===== src/rtl/fetch_sequencer.sv =====
// Instruction fetch sequencer: issues one instruction-memory request at a time,
// buffers the returned word for decode and generates PC_Next for the PC register.
module fetch_sequencer #(
  parameter int XLEN    = 32,
  parameter int PC_STEP = 4
) (
  input  logic            clk,
  input  logic            rst,
  input  logic [XLEN-1:0] pc_i,
  output logic [XLEN-1:0] pc_next_o,
  input  logic            redirect_i,
  input  logic [XLEN-1:0] redirect_target_i,
  output logic            imem_req_o,
  output logic [XLEN-1:0] imem_addr_o,
  input  logic            imem_gnt_i,
  input  logic            imem_rvalid_i,
  input  logic [XLEN-1:0] imem_rdata_i,
  output logic            instr_valid_o,
  output logic [XLEN-1:0] instr_o,
  output logic [XLEN-1:0] instr_pc_o,
  input  logic            instr_ready_i,
  output logic            fetch_err_o,
  output logic [31:0]     instr_count_o
);

  typedef enum logic [2:0] {
    S_IDLE,
    S_WAIT,
    S_HOLD,
    S_DRAIN,
    S_ERR
  } state_t;

  state_t          r_state;
  logic            r_instr_valid;
  logic [XLEN-1:0] r_instr;
  logic [XLEN-1:0] r_instr_pc;
  logic            r_fetch_err;
  logic [31:0]     r_instr_count;

  logic w_misaligned;
  logic w_req;
  logic w_handoff;

  assign w_misaligned = (pc_i[1:0] != 2'b00);
  assign w_req        = (r_state == S_IDLE) && !redirect_i && !w_misaligned;
  assign w_handoff    = r_instr_valid && instr_ready_i;

  // The PC register loads every cycle, so "stall" means feeding pc_i back.
  always_comb begin
    if (redirect_i)     pc_next_o = redirect_target_i;
    else if (w_handoff) pc_next_o = pc_i + XLEN'(PC_STEP);
    else                pc_next_o = pc_i;
  end

  assign imem_req_o    = w_req;
  assign imem_addr_o   = pc_i;
  assign instr_valid_o = r_instr_valid;
  assign instr_o       = r_instr;
  assign instr_pc_o    = r_instr_pc;
  assign fetch_err_o   = r_fetch_err;
  assign instr_count_o = r_instr_count;

  // NOTE: all state below is sequential, so every assignment is non-blocking;
  // the data registers are reset too because their reset values are visible outputs.
  always_ff @(posedge clk) begin
    if (!rst) begin
      r_state       <= S_IDLE;
      r_instr_valid <= 1'b0;
      r_instr       <= '0;
      r_instr_pc    <= '0;
      r_fetch_err   <= 1'b0;
      r_instr_count <= '0;
    end else begin
      case (r_state)
        S_IDLE: begin
          if (!redirect_i) begin
            if (w_misaligned) begin
              r_state     <= S_ERR;
              r_fetch_err <= 1'b1;
            end else if (imem_gnt_i) begin
              r_state <= S_WAIT;
            end
          end
        end
        S_WAIT: begin
          if (imem_rvalid_i) begin
            if (redirect_i) begin
              r_state <= S_IDLE;
            end else begin
              r_state       <= S_HOLD;
              r_instr       <= imem_rdata_i;
              r_instr_pc    <= pc_i;
              r_instr_valid <= 1'b1;
            end
          end else if (redirect_i) begin
            // The response is still owed; it must be swallowed before refetching.
            r_state <= S_DRAIN;
          end
        end
        S_HOLD: begin
          if (redirect_i) begin
            r_state       <= S_IDLE;
            r_instr_valid <= 1'b0;
          end else if (instr_ready_i) begin
            r_state       <= S_IDLE;
            r_instr_valid <= 1'b0;
            r_instr_count <= r_instr_count + 32'd1;
          end
        end
        S_DRAIN: begin
          if (imem_rvalid_i) r_state <= S_IDLE;
        end
        S_ERR: begin
          if (redirect_i) begin
            r_state     <= S_IDLE;
            r_fetch_err <= 1'b0;
          end
        end
        default: r_state <= S_IDLE;
      endcase
    end
  end

endmodule


===== config.mk =====
export PLATFORM = sky130hd
export DESIGN_NAME = fetch_sequencer
export DESIGN_NICKNAME = d
export VERILOG_FILES = /design/src/rtl/fetch_sequencer.sv
export SDC_FILE = /design/constraint.sdc
export NUM_CORES = 1
export LEC_CHECK = 0
export BUFFER_PORTS_ARGS = -buffer_cell sky130_fd_sc_hd__buf_4
export CAP_MARGIN = 40
export CORE_ASPECT_RATIO = 1.75
export CORE_MARGIN = 5
export CORE_UTILIZATION = 50
export CTS_CLUSTER_DIAMETER = 50
export DETAILED_ROUTE_END_ITERATION = 12
export GPL_ROUTABILITY_DRIVEN = 1
export PLACE_DENSITY = 0.9
export SLEW_MARGIN = 20
export SYNTH_ARGS = -nofsm -noshare
export SYNTH_HDL_FRONTEND = slang
export SYNTH_SLANG_ARGS = --single-unit

===== constraint.sdc =====
create_clock -name clk -period 3 [get_ports clk]
set_input_delay 0.15 -clock clk [delete_from_list [all_inputs] [get_ports clk]]
set_output_delay 0.15 -clock clk [all_outputs]
set_load 0.02 [all_outputs]

* After elaboration in Yosys (flattened, before gate mapping)
Cells that the tools add are included.
** Operators by class
- Multipliers :: 0
- Reduce and logical (&&, ||, !) cells :: 14
- Muxes and demuxes :: 22
- Equal/unequal tests :: 13
- Shifts and indexed selects :: 0
- Div/mod/pow operators :: 0
- Bitwise operators :: 1
- Order comparisons :: 0
- Add/sub/neg operators :: 2
** Operator list (number)
- 32-bit 2-to-1 mux :: 2
- 32-bit by 1-bit adder with 32-bit output, second input constant :: 1
- 32-bit by 3-bit adder with 32-bit output, second input constant :: 1
- 3-bit 2-to-1 mux :: 9
- 3-bit case mux with 5 select lines :: 1
- 2-bit != test, second input constant :: 6
- 3-bit != test, second input constant :: 3
- 4-bit AND reduction :: 2
- 1-bit 2-to-1 mux :: 7
- 3-bit by 2-bit equality test with 1-bit output, second input constant :: 2
- 3-bit AND reduction :: 2
- 6-bit AND reduction :: 1
- 2-bit nonzero test :: 3
- 1-bit case mux with 2 select lines :: 2
- 3-bit by 1-bit equality test with 1-bit output, second input constant :: 1
- 3-bit equality test, second input constant :: 1
- 1-bit logical AND :: 3
- 3-bit logical NOT :: 1
- 1-bit logical NOT :: 2
- 2-bit 2-to-1 mux :: 1
- 1-bit NOT :: 1
** Word-level totals
- Memories kept :: 0
- Flip-flop bits (word level) :: 101
- RAM bits :: 0
- Bits in latches :: 0
- ROM bits :: 0
- Logic and storage cells :: 58
- Bits of input ports :: 102

* Logic depth before layout (Yosys ltp)
- Word-level depth :: 4
- Gate-level depth with buffers :: 7
- Mapped depth without buffers :: 5

* Least setup slack after synthesis
Ideal clock, no wire load.
- Path type :: register -> output
- Start :: register r_instr_valid, in the netlist instr_valid_o
- End :: output pc_next_o[31]
- Required time :: 2850 ps
- Arrival :: 1961 ps
- Setup slack :: 889 ps
- Stages on the path, launching flop included :: 6
- Buffers on the path :: 1
- Cell sequence :: dfxtp_1 -> and4_1 -> buf_2 -> nand4_1 -> or4b_2 -> nand3_1
** Between the ends
- Word-level cells in the longest chain between the ends :: 3
** RTL lines
- start: declaration :: RTL line 35 : logic r_instr_valid;
- start signal: assignment :: RTL line 69 : r_instr_valid <= 1'b0;
- start signal: assignment :: RTL line 94 : r_instr_valid <= 1'b1;
- start signal: assignment :: RTL line 104 : r_instr_valid <= 1'b0;
- 1-bit logical AND :: RTL line 47 : assign w_handoff = r_instr_valid && instr_ready_i;
- 32-bit 2-to-1 mux :: RTL line 52 : else if (w_handoff) pc_next_o = pc_i + XLEN'(PC_STEP);
- 32-bit 2-to-1 mux :: RTL line 51 : if (redirect_i) pc_next_o = redirect_target_i;
- end: declaration :: RTL line 10 : output logic [XLEN-1:0] pc_next_o,
Every way passes these cells.

* Worst setup path in the final report
- Start :: register r_instr_valid, in the netlist instr_valid_o
- End :: output pc_next_o[24]
Same word-level chain as after synthesis.

==> results.md <==
* Status: complete, no violations
* Root Buffer Master: clkbuf_16
* DRC errors left at 0
* Number of flops mapped to enable cells by yosys at 0
* Synth Flop Type: dfxtp_1
* DPL Wire Length at ~13 mm
* Diode count at 0
* Clk Latency, worst-skew pair at roughly 0.34 ns
* Syn Inst Count at ~710
* Wire per inst at about 17 um
* Max-slew headroom at between 50% and 60%
* Power per standard cell area at approximately 420 nW/um^2
* Routed WL at approximately 18 mm
* Vias per cell at 5.71
* Clock transition at path regs at 0.08 ns
* CTS Buf Count at 9
* Seq/Total Area, Yosys at roughly 38%
* Global-route wire length before repair at 27.5 mm
* DIE AREA at around 13,000 um^2
* Pleak at around 0.003 uW
* Iter 0 DRT Violations at about 200
* CORE AREA at roughly 11,000 um^2
* CP Class: reg2out
* Initial Util at 50.4%
* CP max FO at 11
* Clock buffer depth at 2
* Max IR drop VDD at 332 uV
* Number of global-route vias before repair at between 5,000 and 6,000
* Largest net degree at the start of global routing at between 60 and 70
* RSZ-0062 raised after global routing: false
* Post-cts hold buffer count at 0
* Asr flop ratio synth at 0%
* # setup viols final at 0
* Setup crit start kind: flop
* CTS tree: built
* FP Rows at 50
* Synthesized area per cell at about 7.5 um^2
* Post-cts gate resize count at 0
* Commonest non-fill, non-tap cells in the layout: buf_4 (270), nand2_1 (166), dfxtp_1 (101)
* Setup TNS at 0 ns
* Netlist cell types at 47
* Mapped Area at ~5300 um^2
* Synth warnings at 0
* Clock skew at a little over 0.009 ns
* Critical Path RT at between 2 and 3 ns
* Max-cap violations at 0
* Buffers added on ports at between 200 and 300
* Max Fclk at between 400 and 500 MHz
* Die W at ~90 um
* Synth Register Bits at around 100
* Layout Area Growth over Synthesis at 38.9%
* Die Ht at ~150 um
* Ratio of cells with drive above 1 in the final layout at between 30% and 40%
* CP Data Arrival Time at approximately 2.3 ns
* I/O pin cnt at 265
* Final slew viol count at 0
* Worst-Margin Slew at 0.705 ns
* Initial antenna violation count at 0
* H-tree levels at 3
* Total gr overflow at 0
* GRT Total Usage at around a quarter
* Post-Layout Cell Count at 1,045
* Commonest non-fill, non-tap cell in the layout: buf_4
* Post-Syn Nets at 813
* Inst Count DP at around 1,000
* Vias at 5,971
* Hold Vio Cnt, Final at 0
* Crit share post-route at 82.8%
* Final min period at 2.48 ns
* RePlAce Congestion at 0.839
* Worst Setup End Kind: output pin
* Post-DRT Antenna Nets at 0
* CTS sink count at roughly 100
* Hold WC Path Type: in2reg
* Postcts setup bufs at 0
* Nets@finish at about 1,000
* Drt pass-1 iters at 5
[worst paths after layout]
kind / cells past startpoint / slack [ns] / endpoint / start
worst min register to register: 2 / 0.46 / instr_pc_o[11] / instr_pc_o[11]
worst max register to register: 4 / 0.73 / instr_count_o[31] / instr_count_o[4]
worst min-delay path: 3 / 0.05 / instr_o[15] / imem_rdata_i[15]
worst max-delay path: 5 / 0.52 / pc_next_o[24] / instr_valid_o
[where the power goes]
group	internal, uW	total (uW)	switching (uW)
Combinational	247	571	323
Sequential	1360	1380	20.5
Clock	601	1150	545
[logic make-up after synthesis]
logic type,share of synthesized area (%)
AOI/OAI and AO/OA,18.6
buffers and inverters,8.86
and+or+nand+nor,29.4
DFF,38.0
adders and majority gates,0.470
muxes,1.36
xor gates and xnor gates,3.29
[synth_stat cells, drive strengths merged (2+ instances only)]
cell type	count	share of area [%]
o311ai	9	1.5
and4	11	1.8
xnor2	5	0.82
and3	5	0.59
nand3	23	2.2
a31oi	17	2.0
mux2	2	0.42
nor3	3	0.38
ha	2	0.47
inv	9	0.63
buf	35	4.9
or2	3	0.35
xor2	15	2.5
or4	21	3.0
o41ai	9	1.5
nor4	3	0.35
mux2i	5	0.94
clkbuf	46	3.2
o21ai	26	2.4
nand4	23	2.7
o31ai	21	3.0
nor2	31	2.2
and2	3	0.35
nand2	166	12
nand2b	12	1.4
dfxtp	101	38
a21oi	78	7.3
nor2b	2	0.23
or3	9	1.1
or3b	2	0.33
[sequential cells by signal (all words and copies together) (netlist names)]
name and count:
fetch_err_o 1, instr_count_o 32, instr_o 32, instr_pc_o 32
instr_valid_o 1, r_state 3
[layer usage]
layer	wire length [um]	global-route usage [%]
met5	0	0
met4	615	11.3
met3	1480	5.14
met2	9640	48.1
met1	6290	29.1
[final cells by class]
cell class	instances	area, um^2
Clock inverter	6	51.3
Inverter	10	37.5
Multi-Input combinational cell	517	2840
Tap cell	130	163
Fill cell	885	3170
Sequential cell	101	2020
Timing Repair Buffer	271	2050
Clock buffer	10	239
[critical path, stage by stage, from the launching register on]
cell and delay, ns:
dfxtp_1 0.39, and4_1 0.35, nand2_1 0.32, or4_1 0.58
a31oi_1 0.18, buf_4 0.17
[metrics by stage]
step	total power [uW]	instance area [um^2]	hold WS [ns]	utilization, %	worst slack [ns]
final	3100	7400	0.0480	70.0	0.517
after global routing	3220	7400	0.0387	70.0	0.359
after CTS	3130	7400	0.0367	70.0	0.502
after global placement	1980	7110	0.398	67.2	0.624
after floorplan	1720	5330	0.286	-	0.889
after detailed placement	1990	7110	0.406	67.2	0.594
(Power assumes the default switching activity.)
